$ cat config.mk
export PLATFORM = sky130hd
export DESIGN_NAME = tdc_stat_acc
export DESIGN_NICKNAME = d
export VERILOG_FILES = /design/src/rtl/tdc_stat_acc.sv
export SDC_FILE = /design/constraint.sdc
export NUM_CORES = 1
export LEC_CHECK = 0
export BUFFER_PORTS_ARGS = -buffer_cell sky130_fd_sc_hd__buf_2
export CORE_ASPECT_RATIO = 1.4
export CORE_MARGIN = 2
export CORE_UTILIZATION = 25
export CTS_CLUSTER_DIAMETER = 50
export DETAILED_ROUTE_END_ITERATION = 10
export SLEW_MARGIN = 20
export SYNTH_ARGS = -nofsm -noshare
export SYNTH_HDL_FRONTEND = slang
export SYNTH_SLANG_ARGS = --single-unit
$ cat constraint.sdc
create_clock -name pll_clk -period 7.5 [get_ports pll_clk]
set_clock_uncertainty 0.2 [all_clocks]
set_input_delay 1.5 -clock pll_clk [delete_from_list [all_inputs] [get_ports pll_clk]]
set_output_delay 1.5 -clock pll_clk [all_outputs]
set_load 0.1 [all_outputs]
$ cat src/rtl/tdc_stat_acc.sv
// -----------------------------------------------------------------------------
// tdc_stat_acc
//
// Window statistics accumulator for the TDC result stream. Collects windows of
// 2^LOG2_N accepted time words and publishes the truncated mean, the minimum
// and the maximum of each window through a valid/ready result port.
//
// Optional build macro: TDC_STAT_OUTLIER_EN
//   When defined, the TDC no-hit / overflow codes (20'h00000, 20'hFFFFF) are
//   rejected while running: they do not enter the window and bump rej_cnt.
//   When undefined, every sample is accepted and rej_cnt stays 0.
//
// Ports:
//   pll_clk    clock, rising edge
//   rst        asynchronous reset, active low
//   en         run enable; low aborts the current window
//   in_time    TDC time word
//   in_dval    in_time valid, single-cycle strobe
//   res_avg    window mean (sum >> LOG2_N)
//   res_min    window minimum (unsigned)
//   res_max    window maximum (unsigned)
//   res_valid  result available
//   res_ready  consumer accepts result
//   ovr        sticky overrun: a result was overwritten before transfer
//   rej_cnt    saturating count of rejected samples
// -----------------------------------------------------------------------------
module tdc_stat_acc #(
    parameter int unsigned LOG2_N = 4,
    parameter int unsigned REJ_W  = 8
) (
    input  logic             pll_clk,
    input  logic             rst,
    input  logic             en,
    input  logic [19:0]      in_time,
    input  logic             in_dval,
    output logic [19:0]      res_avg,
    output logic [19:0]      res_min,
    output logic [19:0]      res_max,
    output logic             res_valid,
    input  logic             res_ready,
    output logic             ovr,
    output logic [REJ_W-1:0] rej_cnt
);

    // Accumulator carries LOG2_N guard bits, so a full window cannot overflow.
    localparam int unsigned AccW = 20 + LOG2_N;

    localparam logic [LOG2_N-1:0] CntOne  = LOG2_N'(1);
    localparam logic [LOG2_N-1:0] CntLast = {LOG2_N{1'b1}};
    localparam logic [REJ_W-1:0]  RejOne  = REJ_W'(1);
    localparam logic [REJ_W-1:0]  RejMax  = {REJ_W{1'b1}};

    typedef enum logic [0:0] {StIdle, StRun} state_e;

    state_e state_q, state_d;

    logic [AccW-1:0]   acc_q, acc_d;
    logic [LOG2_N-1:0] cnt_q, cnt_d;
    logic [19:0]       wmin_q, wmin_d;
    logic [19:0]       wmax_q, wmax_d;

    logic [19:0]       res_avg_q, res_avg_d;
    logic [19:0]       res_min_q, res_min_d;
    logic [19:0]       res_max_q, res_max_d;
    logic              res_valid_q, res_valid_d;
    logic              ovr_q, ovr_d;
    logic [REJ_W-1:0]  rej_q, rej_d;

    logic              run;
    logic              is_code;
    logic              take;
    logic              accept;
    logic              reject;
    logic              first;
    logic              close;
    logic              xfer;
    logic [AccW-1:0]   sum;
    logic [19:0]       new_min;
    logic [19:0]       new_max;

    // -------------------------------------------------------------------------
    // Control FSM
    // -------------------------------------------------------------------------
    always_ff @(posedge pll_clk or negedge rst) begin
        if (!rst) begin
            state_q <= StIdle;
        end else begin
            state_q <= state_d;
        end
    end

    always_comb begin
        state_d = state_q;
        unique case (state_q)
            StIdle:  if (en)  state_d = StRun;
            StRun:   if (!en) state_d = StIdle;
            default: state_d = StIdle;
        endcase
    end

    // Samples are taken only when already running and still enabled; the
    // IDLE->RUN edge itself ignores in_dval.
    always_comb begin
        run = 1'b0;
        unique case (state_q)
            StIdle:  run = 1'b0;
            StRun:   run = en;
            default: run = 1'b0;
        endcase
    end

    // -------------------------------------------------------------------------
    // Sample classification
    // -------------------------------------------------------------------------
`ifdef TDC_STAT_OUTLIER_EN
    assign is_code = (in_time == 20'h00000) || (in_time == 20'hFFFFF);
`else
    assign is_code = 1'b0;
`endif

    assign take   = run && in_dval;
    assign accept = take && !is_code;
    assign reject = take && is_code;

    assign first = (cnt_q == '0);
    assign close = accept && (cnt_q == CntLast);
    assign xfer  = res_valid_q && res_ready;

    // Window values including the current sample; a first sample simply seeds
    // the window, whatever stale values the registers hold.
    always_comb begin
        if (first) begin
            sum     = AccW'(in_time);
            new_min = in_time;
            new_max = in_time;
        end else begin
            sum     = acc_q + AccW'(in_time);
            new_min = (in_time < wmin_q) ? in_time : wmin_q;
            new_max = (in_time > wmax_q) ? in_time : wmax_q;
        end
    end

    // -------------------------------------------------------------------------
    // Window registers
    // -------------------------------------------------------------------------
    always_comb begin
        acc_d  = acc_q;
        cnt_d  = cnt_q;
        wmin_d = wmin_q;
        wmax_d = wmax_q;
        if (!en) begin
            acc_d = '0;
            cnt_d = '0;
        end else if (accept) begin
            wmin_d = new_min;
            wmax_d = new_max;
            if (close) begin
                // Restart in the same edge so the next cycle can open a window.
                acc_d = '0;
                cnt_d = '0;
            end else begin
                acc_d = sum;
                cnt_d = cnt_q + CntOne;
            end
        end
    end

    // -------------------------------------------------------------------------
    // Result register, handshake and overrun
    // -------------------------------------------------------------------------
    always_comb begin
        res_avg_d   = res_avg_q;
        res_min_d   = res_min_q;
        res_max_d   = res_max_q;
        res_valid_d = res_valid_q;
        ovr_d       = ovr_q;

        if (xfer) begin
            res_valid_d = 1'b0;
        end

        if (close) begin
            res_avg_d   = sum[LOG2_N +: 20];
            res_min_d   = new_min;
            res_max_d   = new_max;
            res_valid_d = 1'b1;
            // Overwriting an untransferred result is an overrun; a close that
            // coincides with a transfer is not.
            if (res_valid_q && !res_ready) begin
                ovr_d = 1'b1;
            end
        end

        if (!en) begin
            ovr_d = 1'b0;
        end
    end

    always_comb begin
        rej_d = rej_q;
        if (!en) begin
            rej_d = '0;
        end else if (reject && (rej_q != RejMax)) begin
            rej_d = rej_q + RejOne;
        end
    end

    always_ff @(posedge pll_clk or negedge rst) begin
        if (!rst) begin
            acc_q       <= '0;
            cnt_q       <= '0;
            wmin_q      <= '0;
            wmax_q      <= '0;
            res_avg_q   <= '0;
            res_min_q   <= '0;
            res_max_q   <= '0;
            res_valid_q <= 1'b0;
            ovr_q       <= 1'b0;
            rej_q       <= '0;
        end else begin
            acc_q       <= acc_d;
            cnt_q       <= cnt_d;
            wmin_q      <= wmin_d;
            wmax_q      <= wmax_d;
            res_avg_q   <= res_avg_d;
            res_min_q   <= res_min_d;
            res_max_q   <= res_max_d;
            res_valid_q <= res_valid_d;
            ovr_q       <= ovr_d;
            rej_q       <= rej_d;
        end
    end

    assign res_avg   = res_avg_q;
    assign res_min   = res_min_q;
    assign res_max   = res_max_q;
    assign res_valid = res_valid_q;
    assign ovr       = ovr_q;
    assign rej_cnt   = rej_q;

endmodule

==> results of run 1 <==
==> cell usage after synthesis (3+ instances only) <==
cell type / count
sky130_fd_sc_hd__dfrtp_1: 131
sky130_fd_sc_hd__nand2_1: 99
sky130_fd_sc_hd__ha_1: 61
sky130_fd_sc_hd__o21ai_1: 60
sky130_fd_sc_hd__inv_1: 52
sky130_fd_sc_hd__mux2i_1: 49
sky130_fd_sc_hd__a21oi_1: 40
sky130_fd_sc_hd__o21ai_0: 34
sky130_fd_sc_hd__nor2_1: 27
sky130_fd_sc_hd__clkbuf_1: 26
sky130_fd_sc_hd__mux2_1: 19
sky130_fd_sc_hd__mux2_4: 19
sky130_fd_sc_hd__a21o_1: 16
sky130_fd_sc_hd__buf_4: 16
sky130_fd_sc_hd__xnor2_1: 13
sky130_fd_sc_hd__nand3_1: 12
sky130_fd_sc_hd__nand4_1: 11
sky130_fd_sc_hd__a22oi_1: 8
sky130_fd_sc_hd__nor3_1: 8
sky130_fd_sc_hd__and2_1: 7
sky130_fd_sc_hd__nor2b_1: 6
sky130_fd_sc_hd__xor2_1: 6
sky130_fd_sc_hd__and3_1: 5
sky130_fd_sc_hd__nand2b_1: 5
sky130_fd_sc_hd__o22ai_1: 5
sky130_fd_sc_hd__a211oi_1: 4
sky130_fd_sc_hd__and4_1: 3
sky130_fd_sc_hd__o211ai_1: 3
==> worst max-delay path, stage by stage <==
cell and delay [ns]:
sky130_fd_sc_hd__buf_2 0.16, sky130_fd_sc_hd__ha_1 0.32, sky130_fd_sc_hd__nand4_1 0.12, sky130_fd_sc_hd__nor2_1 0.37
sky130_fd_sc_hd__o211ai_1 0.16, sky130_fd_sc_hd__o21ai_1 0.23, sky130_fd_sc_hd__a211oi_4 0.07, sky130_fd_sc_hd__o21ai_2 0.33
sky130_fd_sc_hd__buf_4 0.39, sky130_fd_sc_hd__mux2_4 0.33
==> registers in the layout, summed over array words and instances, names as in the netlist, 4 cells and up <==
| signal | flops |
|---|---|
| acc_q | 24 |
| res_avg | 20 |
| res_max | 20 |
| res_min | 20 |
| wmax_q | 20 |
| wmin_q | 20 |
| cnt_q | 4 |
==> worst min-delay path by stage <==
stage,from,endpoint,slack (ns),depth (start not counted)
after CTS,res_max[12],res_max[12],0.28,2
final,res_max[15],res_max[15],0.28,2
after floorplan,acc_q[0],acc_q[0],0.25,2
after global routing,res_min[11],res_min[11],0.30,2
after detailed placement,res_avg[12],res_avg[12],0.27,2
after global placement,res_avg[18],res_avg[18],0.27,2
==> metal layers <==
| layer | vias to the layer above | share of wire, % |
|---|---|---|
| li1 | 2876 | - |
| met1 | 2891 | 40 |
| met2 | 109 | 52 |
| met3 | 32 | 4.2 |
| met4 | 4 | 2.9 |
| met5 | - | 0.087 |
==> cell type report <==
type                    instances  area, um2  share of cell area [%]
clock inverters                12        250                    2.73
multi-input cells             563       4050                    44.2
well taps                     390        488                    5.32
repair buffers                 91        474                    5.17
inverters                      52        195                    2.13
clock buffers                  20        437                    4.76
flip-flops and latches        131       3280                    35.7
==> metrics by stage <==
step	instance area, um2	hold slack, ns	power [uW]
final	9170	0.276	2280
after global routing	9170	0.298	2390
after CTS	9170	0.285	2310
after detailed placement	8490	0.271	1300
after global placement	8480	0.265	1290
after floorplan	7720	0.254	1160
==> report_power, final <==
group          total (uW)  switching [uW]  leakage (uW)  internal (uW)
clock                 995             335      0.000334            660
sequential            816            49.0       0.00173            767
combinational         473             273       0.00249            199
==> kinds of logic after synthesis <==
kind of cell	Yosys count	share of synthesized area [%]
other	1	0.0487
multiplexers	88	13.0
buffers and inverters	95	5.41
XOR/XNOR	19	2.16
adder cells (fa/ha/maj)	62	10.2
flip-flops	131	42.6
AO/OA/AOI/OAI	196	15.5
AND/OR/NAND/NOR	190	11.1
==> flow_summary.json, run 1 <==
{
  "final_net_count": 943,
  "final_hold_viol_count": 0,
  "area_delta_synth_final_pct": 19.2,
  "crit_path_start_kind": "input pin",
  "timing.reg2reg.setup_slack_ns": 4.40,
  "drtAntennaViolNets": 0,
  "power_density_nw_per_um2": 249,
  "cts-root-to-sink-buffers": 2,
  "peakVddDrop_mv": 0.126,
  "avgRoutedWirePerCell_um": 16.4,
  "die_area_um2": 32200,
  "timing.fmax_mhz": 257,
  "io_pins": 95,
  "fp.dieH_um": 212,
  "drt-total-wl_um": 20600,
  "final.min_clock_period_ns": 3.89,
  "number_of_synthesized_flops_with_an_enable_pin": 0,
  "setup_repair_after_global_routing_missed_its_margin": "no",
  "grt_use_met1_pct": 14.5,
  "critPathMaxFanout": 16,
  "syn-instance-count": 782,
  "yosys_most_used_dff": "sky130_fd_sc_hd__dfrtp_1",
  "clock_tree.htree_level_count": 4,
  "synth.top_cell.area_share_pct": 42.6,
  "clock_transition_at_the_register_clock_pins_on_the_worst_setup_and_hold_paths_after_cts_ns": 0.06,
  "endpoint": "wmin_q[13]",
  "finalNonFillerCells": 1259,
  "initial_core_utilization_pct": 25.2,
  "relSlewSlack_pct": 30.8,
  "met3_usage_pct": 3.15,
  "postSynth.asyncResetShare_pct": 100,
  "ctsRootBufferMaster": "sky130_fd_sc_hd__clkbuf_16",
  "core_area_um2": 30500,
  "yosys.cell_types.count": 58,
  "insertion_delay_of_the_later_clocked_pin_in_the_worst_skew_pair_ns": 0.44,
  "reg2reg_to": "wmin_q[13]",
  "syn-mean-instance-area_um2": 9.84,
  "syn-cell-area_um2": 7700,
  "grt-ovfl-total": 0,
  "antenna_cells": 0,
  "initial_antenna_violation_count": 2,
  "detailed_place_hpwl_um": 15000,
  "num-fill-cells": 3191,
  "synth.top_cells.by_area": "sky130_fd_sc_hd__dfrtp_1 43%, sky130_fd_sc_hd__ha_1 9.9%, sky130_fd_sc_hd__mux2i_1 6.4%",
  "num_vias": 5912,
  "synth_seq_area_share_pct": 42.6,
  "number_of_resized_instances_in_the_post_cts_repair_step": 0,
  "gr-usage-met2_pct": 24.2,
  "first_global_vias": 6141,
  "min_path_type": "reg -> reg",
  "crit_path_start": "in_time[17]",
  "cts_setup_buffers": 0,
  "postSynthRegisterBits": 131,
  "worstMarginPinSlew_ns": 1.04,
  "worst-r2r-cell-count": 10,
  "grt_start_max_net_pins": 86,
  "drt_iter0_drc": 248,
  "fin_crit_sh_pct": 51.8,
  "status": "finished clean",
  "maxCapViolCount": 0,
  "most_common_cell_after_layout_fill_and_taps_aside": "sky130_fd_sc_hd__dfrtp_1",
  "postCtsHoldBufs": 0,
  "grt_pass1_wl_um": 33100,
  "grt_most_used_layer": "met2",
  "cts_made_buffers": 17,
  "dp_worst_setup_slack_ns": 3.12,
  "dp_cells": 1227,
  "arrival_ns": 4.01,
  "finalWeightedCongestion": 0.816,
  "setup.worst_path.end_class": "flop",
  "final-max-slew-violation-count": 0,
  "vias_per_cell": 4.70,
  "share_of_layout_cells_above_drive_strength_1_pct": 17.4,
  "netlist.top_cell.by_area": "sky130_fd_sc_hd__dfrtp_1",
  "drtPass1Iterations": 6,
  "synthesis.yosys.warnings": 0,
  "totalNegativeSetupSlack_ns": 0,
  "final_core_util_pct": 30.0,
  "mostFrequentLayoutCells": "131 x sky130_fd_sc_hd__dfrtp_1, 99 x sky130_fd_sc_hd__nand2_1, 85 x sky130_fd_sc_hd__buf_2",
  "placementRows": 76,
  "port_buffers": 86,
  "static-leakage-power_uw": 0.00456,
  "clock_sinks": 131,
  "dieWidth_um": 152,
  "drcViolationCount": 0,
  "finalSetupViolCount": 0,
  "grt_usage_pct": 13.2,
  "cts_tree": "built",
  "timing.critical_path.required_ns": 7.62,
  "worst_slack_ns": 3.61,
  "path_class": "in -> reg",
  "worstReg2RegStart": "wmin_q[17]"
}
Note: power is estimated with default switching activity, not from simulation.
==> inputs of run 2 (changes only) <==
--- a/config.mk
+++ b/config.mk
@@ -5,6 +5,7 @@
 export SDC_FILE = /design/constraint.sdc
 export NUM_CORES = 1
 export LEC_CHECK = 0
+export ABC_AREA = 1
 export BUFFER_PORTS_ARGS = -buffer_cell sky130_fd_sc_hd__buf_2
 export CORE_ASPECT_RATIO = 1.4
 export CORE_MARGIN = 2
==> constraint.sdc (replaced) <==
create_clock -name pll_clk -period 3.8 [get_ports pll_clk]
set_clock_uncertainty 0.2 [all_clocks]
set_input_delay 0.76 -clock pll_clk [delete_from_list [all_inputs] [get_ports pll_clk]]
set_output_delay 0.76 -clock pll_clk [all_outputs]
set_load 0.1 [all_outputs]
==> run 2 against run 1 <==
  * Sequential share of layout area is 2.8 points lower
  * Clock power is 76% higher
  * First-iteration DRC count is 120% higher
  * Largest power group is now combinational cells
  * Highest routed layer unchanged
==> flow_summary.json, run 2 <==
{
  "status": "finished clean",
  "ctsRootBufferMaster": "sky130_fd_sc_hd__clkbuf_16",
  "mostFrequentLayoutCells": "424 x sky130_fd_sc_hd__nand2_1, 175 x sky130_fd_sc_hd__nand3_1, 131 x sky130_fd_sc_hd__dfrtp_1",
  "synth_top_family_by_area": "simple AND/OR/NAND/NOR gates",
  "first_global_vias": 7959,
  "yosysMostFrequentCell": "sky130_fd_sc_hd__nand2_1",
  "synthesis.yosys.warnings": 0,
  "stdcell_area_um2": 9950,
  "setup_repair_after_global_routing_missed_its_margin": "no",
  "synth-adder-area-share_pct": 9.22,
  "postSynth.asyncResetShare_pct": 100,
  "core_area_um2": 33300,
  "postCtsHoldBufs": 0,
  "dieWidth_um": 160,
  "area_delta_synth_final_pct": 17.2,
  "area_of_the_multi_input_gates_um2": 4440,
  "netlist.top_cell.by_area": "sky130_fd_sc_hd__dfrtp_1",
  "insertion_delay_of_the_later_clocked_pin_in_the_worst_skew_pair_ns": 0.46,
  "clock_tree.htree_level_count": 4,
  "timing.critical_path.required_ns": 3.94,
  "drt-total-wl_um": 27200,
  "power_density_nw_per_um2": 530,
  "critPathMaxFanout": 4,
  "drt_iter0_drc": 554,
  "drcViolationCount": 0,
  "drtAntennaViolNets": 0,
  "power_switching_share_pct": 40.2,
  "final-seq-area_um2": 3280,
  "number_of_resized_instances_in_the_post_cts_repair_step": 0,
  "final.min_clock_period_ns": 2.69,
  "synthesized_area_fraction_occupied_by_xor_and_xnor_cells_pct": 0.619,
  "static-leakage-power_uw": 0.00556,
  "grt_pass1_wl_um": 43400,
  "grt_usage_pct": 15.7,
  "regMostFlops": "acc_q",
  "final_net_count": 1346,
  "syn-mean-instance-area_um2": 7.19,
  "fp.dieH_um": 222,
  "netSwitchingPower_uw": 2120,
  "power.combinational.fraction_pct": 35.0,
  "yosys_most_used_dff": "sky130_fd_sc_hd__dfrtp_1",
  "number_of_synthesized_flops_with_an_enable_pin": 0,
  "die_area_um2": 35500,
  "detailed_place.area_um2": 9340,
  "crit_path_start_kind": "input pin",
  "initial_antenna_violation_count": 1,
  "drtPass1Iterations": 4,
  "postSynthRegisterBits": 131,
  "fin_crit_sh_pct": 70.7,
  "clock_sinks": 131,
  "finalSetupViolCount": 0,
  "post_synth_mux_area_share_pct": 0,
  "num_vias": 7942,
  "detailed_place_hpwl_um": 20300,
  "final-max-slew-violation-count": 0,
  "setup.worst_path.end_class": "flop",
  "relSlewSlack_pct": 46.6,
  "synth_compound_area_share_pct": 5.57,
  "min_path_type": "in -> async",
  "syn-instance-count": 1182,
  "io_pins": 95,
  "syn-cell-area_um2": 8490,
  "timing.fmax_mhz": 372,
  "worstReg2RegStart": "acc_q[0]",
  "path_class": "in -> reg",
  "synth.top_cell.area_share_pct": 38.6,
  "cts_setup_buffers": 0,
  "post_synth_and_or_nand_nor_area_fraction_pct": 36.5,
  "share_of_layout_cells_above_drive_strength_1_pct": 14.5,
  "synth_seq_area_share_pct": 38.6,
  "reg2reg_to": "res_avg[10]",
  "most_common_cell_after_layout_fill_and_taps_aside": "sky130_fd_sc_hd__nand2_1",
  "finalWeightedCongestion": 0.903,
  "power.internal_uw": 3150,
  "clock_transition_at_the_register_clock_pins_on_the_worst_setup_and_hold_paths_after_cts_ns": 0.06,
  "peakVddDrop_mv": 0.344,
  "placementRows": 79,
  "grt-ovfl-total": 0,
  "final_hold_viol_count": 0,
  "num-fill-cells": 3689,
  "arrival_ns": 2.83,
  "largest_register_ffs": 24,
  "maxCapViolCount": 0,
  "synth.cells.most_frequent": "425 x sky130_fd_sc_hd__nand2_1, 175 x sky130_fd_sc_hd__nand3_1, 131 x sky130_fd_sc_hd__dfrtp_1",
  "timing.reg2reg.setup_slack_ns": 1.24,
  "cts-root-to-sink-buffers": 2,
  "grt_start_max_net_pins": 72,
  "vias_per_cell": 4.63,
  "initial_core_utilization_pct": 25.5,
  "worst-r2r-cell-count": 13,
  "clock_power_share_pct": 33.3,
  "cts_tree": "built",
  "yosys.cell_types.count": 43,
  "power.sequential.fraction_pct": 31.7,
  "avgRoutedWirePerCell_um": 15.8,
  "antenna_cells": 0,
  "synth.top_cells.by_area": "sky130_fd_sc_hd__dfrtp_1 39%, sky130_fd_sc_hd__nand2_1 19%, sky130_fd_sc_hd__nand3_1 10%",
  "port_buffers": 86,
  "cts_made_buffers": 17,
  "worstMarginPinSlew_ns": 0.801,
  "totalNegativeSetupSlack_ns": 0
}
-- run 2: critical path, stage by stage --
cell and delay (ns):
sky130_fd_sc_hd__buf_2 0.15, sky130_fd_sc_hd__ha_1 0.22, sky130_fd_sc_hd__inv_1 0.06, sky130_fd_sc_hd__fa_1 0.42, sky130_fd_sc_hd__inv_1 0.10, sky130_fd_sc_hd__nand3_1 0.07, sky130_fd_sc_hd__nand3_1 0.20, sky130_fd_sc_hd__nand2_1 0.08
sky130_fd_sc_hd__nand2_1 0.21, sky130_fd_sc_hd__nand3_1 0.17, sky130_fd_sc_hd__nand3_1 0.10, sky130_fd_sc_hd__nand3_1 0.11, sky130_fd_sc_hd__nand3_1 0.12, sky130_fd_sc_hd__nand2_1 0.06
-- run 2: power by group through the flow --
stage / logic [uW] / registers [uW] / clock network (uW)
floorplan: 1420 / 1670 / 0
global placement: 1820 / 1690 / 0
detailed placement: 1850 / 1690 / 0
CTS: 1850 / 1670 / 1800
global route: 2100 / 1690 / 1840
finish: 1850 / 1670 / 1750
-- run 2: how the worst max path moves through the flow --
stage | start | to | slack (ns)
6_report | in_time[0] | res_avg[10] | 1.11
5_1_grt | in_time[0] | res_avg[10] | 0.94
4_1_cts | in_time[0] | res_avg[10] | 1.14
3_5_place_dp | in_time[0] | res_avg[10] | 0.65
3_3_place_gp | in_time[0] | res_avg[10] | 0.65
2_1_floorplan | in_time[0] | res_avg[12] | 1.35
-- run 2: cell families (layout without fill, tap and decap cells) --
| kind of cell | after synthesis | after routing |
|---|---|---|
| AOI/OAI and AO/OA | 86 | 86 |
| DFF | 131 | 131 |
| other | 1 | 8 |
| xor gates and xnor gates | 6 | 6 |
| and+or+nand+nor | 710 | 710 |
| adders and majority gates | 62 | 62 |
| buffers and inverters | 186 | 269 |
-- run 2: routing by layer --
metal  wire length, um  GRT usage, %
met1             11000          17.8
met2             13800          27.6
met3              1170          3.27
met4              1150          8.31
met5                15             0
-- run 2: stage by stage --
stage / std cells / hold slack, ns / utilization, % / worst slack (ns) / power [uW]
6_report: 1717 / 0.124 / 29.9 / 1.11 / 5270
3_3_place_gp: 1685 / 0.260 / 28.0 / 0.653 / 3500
2_1_floorplan: 1189 / 0.249 / - / 1.35 / 3090
3_5_place_dp: 1685 / 0.261 / 28.0 / 0.654 / 3540
5_1_grt: 1717 / 0.186 / 29.9 / 0.938 / 5630
4_1_cts: 1717 / 0.164 / 29.9 / 1.14 / 5320
-- run 2: final cells by class --
type,count,share of cell area (%)
tap,445,5.60
timing repair buffer,100,5.57
clock buffer,17,4.28
multi-input combinational,872,44.6
clock inverter,15,1.84
sequential,131,32.9
inverter,137,5.17
